===== config.mk =====
export PLATFORM = sky130hd
export DESIGN_NAME = mult_div_seq
export DESIGN_NICKNAME = d
export VERILOG_FILES = /design/src/rtl/mult_div_seq.sv
export SDC_FILE = /design/constraint.sdc
export NUM_CORES = 1
export LEC_CHECK = 0
export ABC_AREA = 0
export CAP_MARGIN = 40
export CORE_MARGIN = 3
export CORE_UTILIZATION = 40
export DETAILED_ROUTE_END_ITERATION = 8
export HOLD_SLACK_MARGIN = 0.12
export PLACE_DENSITY_LB_ADDON = 0.12
export SYNTH_ARGS = -nofsm -noshare
export SYNTH_HDL_FRONTEND = slang
export SYNTH_SLANG_ARGS = --single-unit
export TNS_END_PERCENT = 30

===== constraint.sdc =====
create_clock -name clk_i -period 4.1 [get_ports clk_i]
set_clock_uncertainty 0.1 [all_clocks]
set_input_delay 1.025 -clock clk_i [delete_from_list [all_inputs] [get_ports clk_i]]
set_output_delay 1.025 -clock clk_i [all_outputs]
set_load 0.02 [all_outputs]

===== src/rtl/mult_div_seq.sv =====
// Iterative multiply/divide engine with architectural HI/LO registers.
// Performs one shift-add (multiply) or restoring shift-subtract (divide) step per clock.
// Signed operations run on operand magnitudes; a fix-up cycle negates the results afterwards.
module mult_div_seq #(
    parameter int unsigned WIDTH = 32,
    parameter int unsigned CNT_W = 6
) (
    input  logic             clk_i,
    input  logic             rst_i,
    input  logic             start_i,
    input  logic [1:0]       op_i,
    input  logic [WIDTH-1:0] src1_i,
    input  logic [WIDTH-1:0] src2_i,
    output logic             busy_o,
    output logic             done_o,
    output logic             stall_o,
    output logic             div_zero_o,
    output logic [WIDTH-1:0] hi_o,
    output logic [WIDTH-1:0] lo_o
);

    typedef enum logic [1:0] {
        StIdle,
        StRun,
        StFix,
        StDone
    } state_e;

    localparam logic [CNT_W-1:0] LastIter = CNT_W'(WIDTH - 1);

    state_e               state_q;
    logic [CNT_W-1:0]     cnt_q;
    // Multiply: {partial product high, multiplier shifting out}.
    // Divide:   {partial remainder, dividend shifting out / quotient shifting in}.
    logic [2*WIDTH-1:0]   acc_q;
    // Multiplicand magnitude (multiply) or divisor magnitude (divide).
    logic [WIDTH-1:0]     opb_q;
    logic                 is_div_q;
    // neg_lo_q: negate product / quotient; neg_hi_q: negate remainder.
    logic                 neg_lo_q;
    logic                 neg_hi_q;
    logic                 div0_q;
    logic                 busy_q;
    logic                 done_q;
    logic                 div_zero_q;
    logic [WIDTH-1:0]     hi_q;
    logic [WIDTH-1:0]     lo_q;

    logic                 accepting;
    logic                 in_is_div;
    logic                 in_neg1;
    logic                 in_neg2;
    logic [WIDTH-1:0]     in_mag1;
    logic [WIDTH-1:0]     in_mag2;

    logic [WIDTH:0]       mul_sum;
    logic [2*WIDTH-1:0]   mul_next;
    logic [WIDTH:0]       rem_sh;
    logic [WIDTH:0]       div_diff;
    logic [2*WIDTH-1:0]   div_next;

    logic [2*WIDTH-1:0]   prod_neg;
    logic [WIDTH-1:0]     fix_hi;
    logic [WIDTH-1:0]     fix_lo;

    // Decode the incoming request: operand magnitudes and their signs (signed ops only).
    always_comb begin
        accepting = (state_q == StIdle) || (state_q == StDone);
        in_is_div = op_i[1];
        in_neg1   = op_i[0] & src1_i[WIDTH-1];
        in_neg2   = op_i[0] & src2_i[WIDTH-1];
        in_mag1   = in_neg1 ? ('0 - src1_i) : src1_i;
        in_mag2   = in_neg2 ? ('0 - src2_i) : src2_i;
    end

    // One iteration of each algorithm, selected by is_div_q in the state register block.
    always_comb begin
        // Shift-add: add multiplicand into the upper half when the current multiplier bit is set,
        // then shift the whole accumulator right, keeping the carry.
        mul_sum = {1'b0, acc_q[2*WIDTH-1:WIDTH]} + {1'b0, opb_q};
        if (acc_q[0]) begin
            mul_next = {mul_sum, acc_q[WIDTH-1:1]};
        end else begin
            mul_next = {1'b0, acc_q[2*WIDTH-1:WIDTH], acc_q[WIDTH-1:1]};
        end

        // Restoring divide: shift next dividend bit into the remainder and try the subtract.
        // Bit WIDTH of the difference is the borrow (remainder smaller than divisor).
        rem_sh   = {acc_q[2*WIDTH-1:WIDTH], acc_q[WIDTH-1]};
        div_diff = rem_sh - {1'b0, opb_q};
        if (div_diff[WIDTH]) begin
            div_next = {rem_sh[WIDTH-1:0], acc_q[WIDTH-2:0], 1'b0};
        end else begin
            div_next = {div_diff[WIDTH-1:0], acc_q[WIDTH-2:0], 1'b1};
        end
    end

    // Sign fix-up of the raw magnitude result, producing the values written to HI/LO.
    always_comb begin
        prod_neg = '0 - acc_q;
        fix_hi   = acc_q[2*WIDTH-1:WIDTH];
        fix_lo   = acc_q[WIDTH-1:0];
        if (div0_q) begin
            // Upper half holds the untouched dividend for a zero divisor.
            fix_lo = '1;
        end else if (!is_div_q) begin
            if (neg_lo_q) begin
                fix_hi = prod_neg[2*WIDTH-1:WIDTH];
                fix_lo = prod_neg[WIDTH-1:0];
            end
        end else begin
            if (neg_lo_q) begin
                fix_lo = '0 - acc_q[WIDTH-1:0];
            end
            if (neg_hi_q) begin
                fix_hi = '0 - acc_q[2*WIDTH-1:WIDTH];
            end
        end
    end

    // Control FSM, iteration datapath and registered outputs.
    always_ff @(posedge clk_i or negedge rst_i) begin
        if (!rst_i) begin
            state_q    <= StIdle;
            cnt_q      <= '0;
            acc_q      <= '0;
            opb_q      <= '0;
            is_div_q   <= 1'b0;
            neg_lo_q   <= 1'b0;
            neg_hi_q   <= 1'b0;
            div0_q     <= 1'b0;
            busy_q     <= 1'b0;
            done_q     <= 1'b0;
            div_zero_q <= 1'b0;
            hi_q       <= '0;
            lo_q       <= '0;
        end else begin
            done_q <= 1'b0;
            unique case (state_q)
                StIdle, StDone: begin
                    if (start_i) begin
                        is_div_q   <= in_is_div;
                        div_zero_q <= 1'b0;
                        cnt_q      <= '0;
                        busy_q     <= 1'b1;
                        neg_lo_q   <= in_neg1 ^ in_neg2;
                        neg_hi_q   <= in_neg1;
                        if (in_is_div && (src2_i == '0)) begin
                            // No iterations: park the raw dividend for HI and go straight to FIX.
                            div0_q  <= 1'b1;
                            acc_q   <= {src1_i, {WIDTH{1'b0}}};
                            opb_q   <= '0;
                            state_q <= StFix;
                        end else begin
                            div0_q  <= 1'b0;
                            acc_q   <= {{WIDTH{1'b0}}, in_is_div ? in_mag1 : in_mag2};
                            opb_q   <= in_is_div ? in_mag2 : in_mag1;
                            state_q <= StRun;
                        end
                    end else begin
                        state_q <= StIdle;
                    end
                end
                StRun: begin
                    acc_q <= is_div_q ? div_next : mul_next;
                    cnt_q <= cnt_q + CNT_W'(1);
                    if (cnt_q == LastIter) begin
                        state_q <= StFix;
                    end
                end
                StFix: begin
                    hi_q       <= fix_hi;
                    lo_q       <= fix_lo;
                    div_zero_q <= div0_q;
                    done_q     <= 1'b1;
                    busy_q     <= 1'b0;
                    state_q    <= StDone;
                end
                default: begin
                    state_q <= StIdle;
                    busy_q  <= 1'b0;
                end
            endcase
        end
    end

    assign busy_o     = busy_q;
    assign done_o     = done_q;
    assign stall_o    = busy_q | (start_i & accepting);
    assign div_zero_o = div_zero_q;
    assign hi_o       = hi_q;
    assign lo_o       = lo_q;

endmodule

# Word level (Yosys, flattened, before mapping)

Index checks and enable logic that the tools add are counted.

Reduce and logical (&&, ||, !) cells: 10
Bitwise logic cells: 5
Muxes and demuxes: 31
Add/sub/neg operators: 8
Equal/unequal tests: 6

Operators with widths:

| kind                                                 | count |
|---|---|
| 2-to-1 mux 32 bit                                    | 13 |
| 2-to-1 mux 64 bit                                    | 5 |
| one-hot mux 64 bit (2 select lines)                  | 1 |
| subtractor 1 x 32 -> 32 bit (first input constant)   | 4 |
| subtractor 1 x 64 -> 64 bit (first input constant)   | 1 |
| adder 32 x 32 -> 33 bit                              | 1 |
| subtractor 33 x 32 -> 33 bit                         | 1 |
| zero test 32 bit                                     | 1 |
| one-hot mux 6 bit (2 select lines)                   | 1 |
| adder 6 x 1 -> 6 bit (second input constant)         | 1 |
| equality test 6 x 5 -> 1 bit (second input constant) | 1 |
| 2-to-1 mux 2 bit                                     | 3 |
| 2-to-1 mux 6 bit                                     | 1 |
| one-hot mux 2 bit (3 select lines)                   | 1 |
| AND reduction 2 bit                                  | 3 |
| equality test 2 bit (second input constant)          | 2 |
| 2-to-1 mux 1 bit                                     | 4 |
| inequality test 2 bit (second input constant)        | 2 |
| one-hot mux 1 bit (2 select lines)                   | 2 |
| nonzero test 2 bit                                   | 2 |
| AND 1 bit                                            | 3 |
| equality test 2 x 1 -> 1 bit (second input constant) | 1 |
| zero test 2 bit                                      | 1 |
| OR reduction 2 bit                                   | 1 |
| other kinds (4)                                      | 4 |

Register bits: 175
Output and inout bits: 68
Bits of input ports: 69
Logic and storage cells: 73

# Longest topological paths before layout

Gate-level depths: netlist (run 1).

Depth after elaboration: 6
Gate-level depth with buffers: 16
Mapped depth without buffers: 13

# Worst setup path before layout (run 1)

No wires, ideal clock.

Path type: input -> register
Start: input port src1_i[17]
End: register acc_q[25]
Path buffers: 0
Path slack: 0.675 ns
Stages on the path: 9
Data arrival time: 3.188 ns
Setup time: 0.137 ns
Data required time: 3.863 ns
Path through: or4_1 -> nor3_1 -> nand4b_1 -> or4_1 -> o21ai_0 -> xor2_1 -> a21oi_1 -> a22oi_1 -> a21oi_1

Cells in the longest elaborated chain, start to end: 6

Ends and longest elaborated chain:

| item                                | line | text |
|---|---|---|
| start: declaration                  | 12   | `input logic [WIDTH-1:0] src1_i,` |
| subtractor 1 x 32 -> 32 bit         | 72   | `in_mag1 = in_neg1 ? ('0 - src1_i) : src1_i;` |
| 2-to-1 mux 32 bit                   | 72   |  |
| 2-to-1 mux 32 bit                   | 156  | `acc_q <= {{WIDTH{1'b0}}, in_is_div ? in_mag1 : in_mag2};` |
| 2-to-1 mux 64 bit                   | 148  | `if (in_is_div && (src2_i == '0)) begin` |
| 2-to-1 mux 64 bit                   | 141  | `if (start_i) begin` |
| one-hot mux 64 bit (2 select lines) | 139  | `unique case (state_q)` |
| end signal: assignment              | 151  | `acc_q <= {src1_i, {WIDTH{1'b0}}};` |
| end signal: assignment              | 156  |  |
| end signal: assignment              | 165  | `acc_q <= is_div_q ? div_next : mul_next;` |
| end: declaration                    | 35   | `logic [2*WIDTH-1:0] acc_q;` |

No other way between the ends. The select of a mux whose other input is x is not followed.
A chain may end at the register's enable or synchronous reset.

# Final worst setup path (run 1)

Start: register acc_q[31]
End: register acc_q[44]

Cells in the longest elaborated chain, start to end: 4

Ends and longest elaborated chain:

| item                                | line | text |
|---|---|---|
| subtractor 33 x 32 -> 33 bit        | 90   | `div_diff = rem_sh - {1'b0, opb_q};` |
| 2-to-1 mux 64 bit                   | 91   | `if (div_diff[WIDTH]) begin` |
| 2-to-1 mux 64 bit                   | 165  |  |
| one-hot mux 64 bit (2 select lines) | 139  |  |

No other way between the ends.

==> results of run 1 <==
## worst max-delay path by stage
stage,startpoint,end,slack (ns)
2_1_floorplan,src1_i[17],acc_q[25]$_DFFE_PN0P_,0.68
3_3_place_gp,src1_i[17],acc_q[25]$_DFFE_PN0P_,0.06
3_5_place_dp,src1_i[17],acc_q[25]$_DFFE_PN0P_,0.007
4_1_cts,acc_q[31]$_DFFE_PN0P_,acc_q[44]$_DFFE_PN0P_,0.34
5_1_grt,opb_q[23]$_DFFE_PN0P_,acc_q[54]$_DFFE_PN0P_,0.13
6_report,acc_q[31]$_DFFE_PN0P_,acc_q[44]$_DFFE_PN0P_,0.35
## registers in the layout, summed over array words and instances, names as in the netlist
name and count:
acc_q 64, busy_o 1, cnt_q 6, div0_q 1, div_zero_o 1, done_o 1
hi_o 32, is_div_q 1, lo_o 32, neg_hi_q 1, neg_lo_q 1, opb_q 32
state_q 2
## through the flow
stage | setup slack [ns] | instances
4_1_cts | 0.344 | 2731
3_5_place_dp | 0.00675 | 2699
5_1_grt | 0.132 | 2731
3_3_place_gp | 0.0606 | 2694
6_report | 0.350 | 2731
2_1_floorplan | 0.675 | 2050
## final cells by class
cell class	count	area (sq um)
clock buffer	17	425
clock inverter	15	154
fill	3908	19200
inverter	72	270
multi-input combinational	1664	10400
sequential	175	4380
tap	511	639
timing repair buffer	277	2530
## power groups by stage
stage / registers, mW / clock network (mW) / logic, mW
after CTS: 3.61 / 1.72 / 13.4
final: 3.63 / 1.69 / 13.5
after global routing: 3.74 / 1.78 / 14.8
after floorplan: 3.63 / 0 / 8.73
after global placement: 3.67 / 0 / 13.0
after detailed placement: 3.63 / 0 / 13.3
## synthesized netlist by cell type, types with 6 or more instances
library cell	instances
and2_1	11
inv_1	72
nor2b_1	13
o41ai_1	12
and3_1	7
o211ai_1	12
a2111oi_0	8
xnor2_1	91
a221oi_1	7
a31oi_1	21
or4_1	14
or3_1	19
nand3_1	35
nor2_1	257
nand4_1	12
a211oi_1	15
mux2_2	21
nor4_1	14
buf_2	6
buf_1	18
a22oi_1	16
o21bai_1	9
nor3_1	28
dfrtp_1	175
a221o_1	7
a21o_1	31
or2_2	9
xor2_1	86
clkbuf_1	108
nand2_1	215
mux2i_1	43
a21oi_1	307
ha_1	71
o31ai_1	31
o21ai_0	137
nand2b_1	13
## layout by cell type (no fill, tap or decap), types with 15 or more instances in the layout
cell / netlist / routed
o21ai_0: 137 / 136
buf_4: 3 / 131
inv_1: 72 / 72
mux2i_1: 43 / 43
a22oi_1: 16 / 16
dfrtp_1: 175 / 173
o31ai_1: 31 / 31
or3_1: 19 / 19
a211oi_1: 15 / 15
clkbuf_16: 0 / 17
ha_1: 71 / 70
mux2_2: 21 / 21
a31oi_1: 21 / 21
a21oi_1: 307 / 307
nor3_1: 28 / 28
nor2_1: 257 / 255
a21o_1: 31 / 31
nand2_1: 215 / 214
nand3_1: 35 / 35
xnor2_1: 91 / 91
clkdlybuf4s50_1: 0 / 134
xor2_1: 86 / 86
## per-layer routing
layer  global-route usage [%]  up-vias  wire length, um
li1                         -     7615                -
met1                     39.7     7546            26100
met2                     43.1      569            25400
met3                     4.37       94             4160
met4                     9.96        0             2140
met5                        0        -                0
## cell families (layout without fill, tap and decap cells)
logic type               Yosys count  after routing  share of synthesized area [%]
adder cells (fa/ha/maj)           73             73                           5.96
multiplexers                      65             65                           4.38
flip-flops                       175            175                           28.1
AO/OA/AOI/OAI                    675            675                           26.3
AND/OR/NAND/NOR                  674            674                           19.9
buffers and inverters            211            381                           5.36
XOR/XNOR                         177            177                           9.96
## worst max-delay path, stage by stage (launching register included)
cell	delay (ns)
dfrtp_1	0.35
inv_1	0.06
ha_1	0.22
fa_1	0.41
nor2b_1	0.19
o2111ai_1	0.21
nand3_2	0.22
a31oi_4	0.13
o31ai_2	0.27
buf_4	0.19
o31a_1	0.13
and2_1	0.32
buf_12	0.23
buf_4	0.13
mux2i_1	0.07
a221o_1	0.31
a21oi_1	0.12
==> flow_metrics.env, run 1 <==
export IMPL_initial_utilization_pct=40.9
export IMPL_maxSlewViolCount=0
export IMPL_firstDrtPassIters=7
export IMPL_seqPwrFrac_pct=19.3
export IMPL_cp_start_kind="register"
export IMPL_synth_edf_count=0
export IMPL_syn_num_nets=2192
export IMPL_clkPwrFrac_pct=9.0
export IMPL_hold_end="hi_o[1]$_DFFE_PN0P_"
export IMPL_cts_max_path_buffers=2
export IMPL_hold_start="hi_o[1]$_DFFE_PN0P_"
export IMPL_avgSynthCellArea_sq_um=7.59
export IMPL_ctsHoldBuffers=0
export IMPL_reg2reg_slack_ns=0.35
export IMPL_p_leak_nw=7.84
export IMPL_ant_nets=0
export IMPL_r2r_end="acc_q[44]$_DFFE_PN0P_"
export IMPL_cts_made_buffers=17
export IMPL_clk_latency_ns=0.46
export IMPL_finalPower_mw=18.8
export IMPL_grt_pass1_wl_mm=89.8
export IMPL_rsz0062_at_grt="no"
export IMPL_maxClockFrequency_ghz=0.267
export IMPL_period_share_pct=91.5
export IMPL_final_min_clock_period_ns=3.75
export IMPL_rows=71
export IMPL_vias=15800
export IMPL_internal_power_mw=9.09
export IMPL_yosysTopAreaCell="dfrtp_1"
export IMPL_holdPathStages=1
export IMPL_end_kind="register"
export IMPL_clockRootBuffer="clkbuf_16"
export IMPL_gp_congestion=0.947
export IMPL_cts_tree="built"
export IMPL_antenna_cells=0
export IMPL_yosys_warnings=0
export IMPL_synth_flop_cell="dfrtp_1"
export IMPL_dieArea_sq_um=41300
export IMPL_die_h_um=203
export IMPL_antenna_found_initial=1
export IMPL_io_pins=137
export IMPL_status="complete, no violations"
export IMPL_p_sw_mw=9.69
export IMPL_ys_ff_latch=175
export IMPL_r2r_cells=16
export IMPL_hold_worst_slack_ns=0.420
export IMPL_synth_top_area_share_pct=28.1
export IMPL_cp_arrival_ns=4.03
export IMPL_worst_ep_required_time_ns=4.38
export IMPL_critical_path_class="register to register"
export IMPL_pwr_share_comb_pct=71.7
export IMPL_dp_hpwl_mm=45.1
export IMPL_viasPerCell=5.79
export IMPL_critPathMaxFanout=20
export IMPL_post_cts_resized=0
export IMPL_r2r_start="acc_q[31]$_DFFE_PN0P_"
export IMPL_cap_violations=0
export IMPL_post_route_util_pct=49.4
export IMPL_worst_pin_slew_ns=0.865
export IMPL_grt_pass1_vias=15200
export IMPL_overflow=0
export IMPL_drtIter0Drc=1458
export IMPL_fp_coreArea_sq_um=38000
export IMPL_ys_seq_area_share_pct=28.1
export IMPL_io_buffers=136
export IMPL_htreeDepth=4
export IMPL_swShare_pct=51.6
export IMPL_max_slew_margin_pct=42.2
export IMPL_p_per_area_nw_per_um2=1000
export IMPL_fp_dieW_um=203
export IMPL_synthToLayoutAreaGrowth_pct=20.7
export IMPL_cts_setup_buffers=0
export IMPL_finalHoldViolations=0
export IMPL_drive_gt1_share_pct=10.9
export IMPL_irDropWorstVdd_mv=0.465
export IMPL_synth_cell_types=83
export IMPL_syn_cell_area_sq_um=15600
export IMPL_ys_async_sr_fraction_pct=100
export IMPL_routed_wl_mm=57.8
export IMPL_synth_area_leaders="dfrtp_1, a21oi_1, nor2_1"
export IMPL_hp_class="register to register"
export IMPL_wire_per_inst_um=21.2
export IMPL_layout_nets=2349
export IMPL_place_area_sq_um=18200
export IMPL_finalSetupViolations=0
export IMPL_design_area_sq_um=18800
export IMPL_post_route_drc_count=0
export IMPL_fin_tns_setup_ns=0
export IMPL_clock_sinks=175
export IMPL_synthesis_instances=2050
export IMPL_clkTransAtPathRegs_ns=0.08
export IMPL_grt_max_degree=83
export IMPL_grtUsageTotal_pct=27.9
Note: power is estimated with default switching activity, not from simulation.
==> run 2, diff against run 1 <==
- CORE_UTILIZATION: 40 -> 60
- RECOVER_POWER: not set -> 100
==> run 2 against run 1 <==
The flow now finishes with violations (max-capacitance violations, max-slew violations). Combinational power is 4% lower. Worst hold slack worse by 0.019 ns. Sequential power hardly changed. Core utilization is 23 points higher. Worst setup slack worse by 0.12 ns. Sequential cell count stayed put. Routed wire length is 5.5% lower. Critical path type unchanged. Largest cell class unchanged. Largest power group unchanged.
==> flow_metrics.env, run 2 (synthesis results as in run 1) <==
export IMPL_status="finished with violations"
export IMPL_violations="max-capacitance violations, max-slew violations"
export IMPL_finalSetupViolations=0
export IMPL_end_kind="register"
export IMPL_maxSlewViolCount=169
export IMPL_vias=16300
export IMPL_dp_cells=2497
export IMPL_worstPathCellList="or4_1 -> nor4_1 -> nand4_2 -> or3_1 -> or4_4 -> a21oi_1 -> a21oi_1 -> xnor2_1 -> a21oi_1"
export IMPL_drtIter0Drc=2117
export IMPL_cts_max_path_buffers=2
export IMPL_post_cts_resized=0
export IMPL_io_buffers=136
export IMPL_largest_reg_flops=64
export IMPL_fp_dieW_um=167
export IMPL_clockRootBuffer="clkbuf_16"
export IMPL_firstDrtPassIters=9
export IMPL_io_pins=137
export IMPL_setup_slack_ns=0.227
export IMPL_worst_ep_required_time_ns=4.25
export IMPL_antenna_found_initial=0
export IMPL_worst_pin_slew_ns=1.86
export IMPL_gp_congestion=0.991
export IMPL_post_route_drc_count=0
export IMPL_rows=58
export IMPL_final_cell_mix="a21oi_1, nor2_1, nand2_1"
export IMPL_ant_nets=0
export IMPL_hp_class="register to register"
export IMPL_cts_made_buffers=17
export IMPL_htreeDepth=4
export IMPL_max_stage_delay_ns=0.64
export IMPL_cts_setup_buffers=0
export IMPL_critical_path_class="register to register"
export IMPL_die_h_um=167
export IMPL_grtUsageTotal_pct=38.2
export IMPL_cp_common_cell="a21oi_1"
export IMPL_p_leak_nw=7.66
export IMPL_rsz0062_at_grt="no"
export IMPL_crit_buf_inv=0
export IMPL_cp_start_kind="register"
export IMPL_layout_nets=2329
export IMPL_max_slew_margin_pct=-24.1
export IMPL_maxClockFrequency_ghz=0.258
export IMPL_grt_pass1_wl_mm=85.2
export IMPL_final_min_clock_period_ns=3.87
export IMPL_dp_hpwl_mm=41.2
export IMPL_design_area_sq_um=18300
export IMPL_cts_tree="built"
export IMPL_finalHoldViolations=0
export IMPL_critPathMaxFanout=5
export IMPL_clkTransAtPathRegs_ns=0.09
export IMPL_p_per_area_nw_per_um2=1010
export IMPL_post_route_util_pct=72.3
export IMPL_overflow=0
export IMPL_place_area_sq_um=17800
export IMPL_routed_wl_mm=54.6
export IMPL_clk_latency_ns=0.44
export IMPL_clock_sinks=175
export IMPL_synthToLayoutAreaGrowth_pct=17.7
export IMPL_antenna_cells=0
export IMPL_cp_top_family="simple AND/OR/NAND/NOR gates"
export IMPL_drive_gt1_share_pct=9.09
export IMPL_irDropWorstVdd_mv=0.659
export IMPL_fp_coreArea_sq_um=25300
export IMPL_hold_worst_slack_ns=0.401
export IMPL_wire_per_inst_um=21.6
export IMPL_final_cell_count_no_fill=2530
export IMPL_initial_utilization_pct=61.5
export IMPL_viasPerCell=6.43
export IMPL_cp_arrival_ns=4.03
export IMPL_ctsHoldBuffers=0
export IMPL_grt_max_degree=102
export IMPL_grt_pass1_vias=15400
export IMPL_layout_commonest_cell="a21oi_1"
export IMPL_critPathSlowestCell="or4_1"
export IMPL_fin_tns_setup_ns=0
export IMPL_dieArea_sq_um=27900
export IMPL_cap_violations=2
export IMPL_period_share_pct=94.5
export IMPL_dp_slack_ns=0.0659
export IMPL_largest_register="acc_q"
export IMPL_finalPower_mw=18.5
-- run 2: power breakdown --
group          leakage (nW)  internal [mW]  total (mW)  switching, mW
Clock                 0.315          0.874        1.82          0.944
Sequential             2.05           2.59        3.64           1.05
Combinational          5.29           5.22        13.0           7.79
Total                  7.66           8.68        18.5           9.78
-- run 2: final timing paths --
| kind | from | end | slack [ns] | cells after the start |
|---|---|---|---|---|
| max | acc_q[5]$_DFFE_PN0P_ | hi_o[29]$_DFFE_PN0P_ | 0.23 | 9 |
| min | hi_o[1]$_DFFE_PN0P_ | hi_o[1]$_DFFE_PN0P_ | 0.40 | 1 |
| max reg2reg | acc_q[5]$_DFFE_PN0P_ | hi_o[29]$_DFFE_PN0P_ | 0.23 | 9 |
| min reg2reg | hi_o[1]$_DFFE_PN0P_ | hi_o[1]$_DFFE_PN0P_ | 0.40 | 1 |
| max in group asynchronous | rst_i | acc_q[49]$_DFFE_PN0P_ | 1.10 | 2 |
| min in group asynchronous | rst_i | opb_q[10]$_DFFE_PN0P_ | 0.97 | 1 |
-- run 2: per-layer routing --
metal  global-route usage (%)  wire length [um]
met1                     52.2             22000
met3                     9.90              6590
met4                     15.9              2570
met5                        0                 0
met2                     57.9             23400
-- run 2: layout make-up --
cell class              instances  area [sq um]
inverters                      72           270
repair buffers                257          2260
multi-input cells            1664         10300
flip-flops and latches        175          4380
fillers                      2077          7010
clock buffers                  17           425
clock inverters                15           231
well taps                     330           413
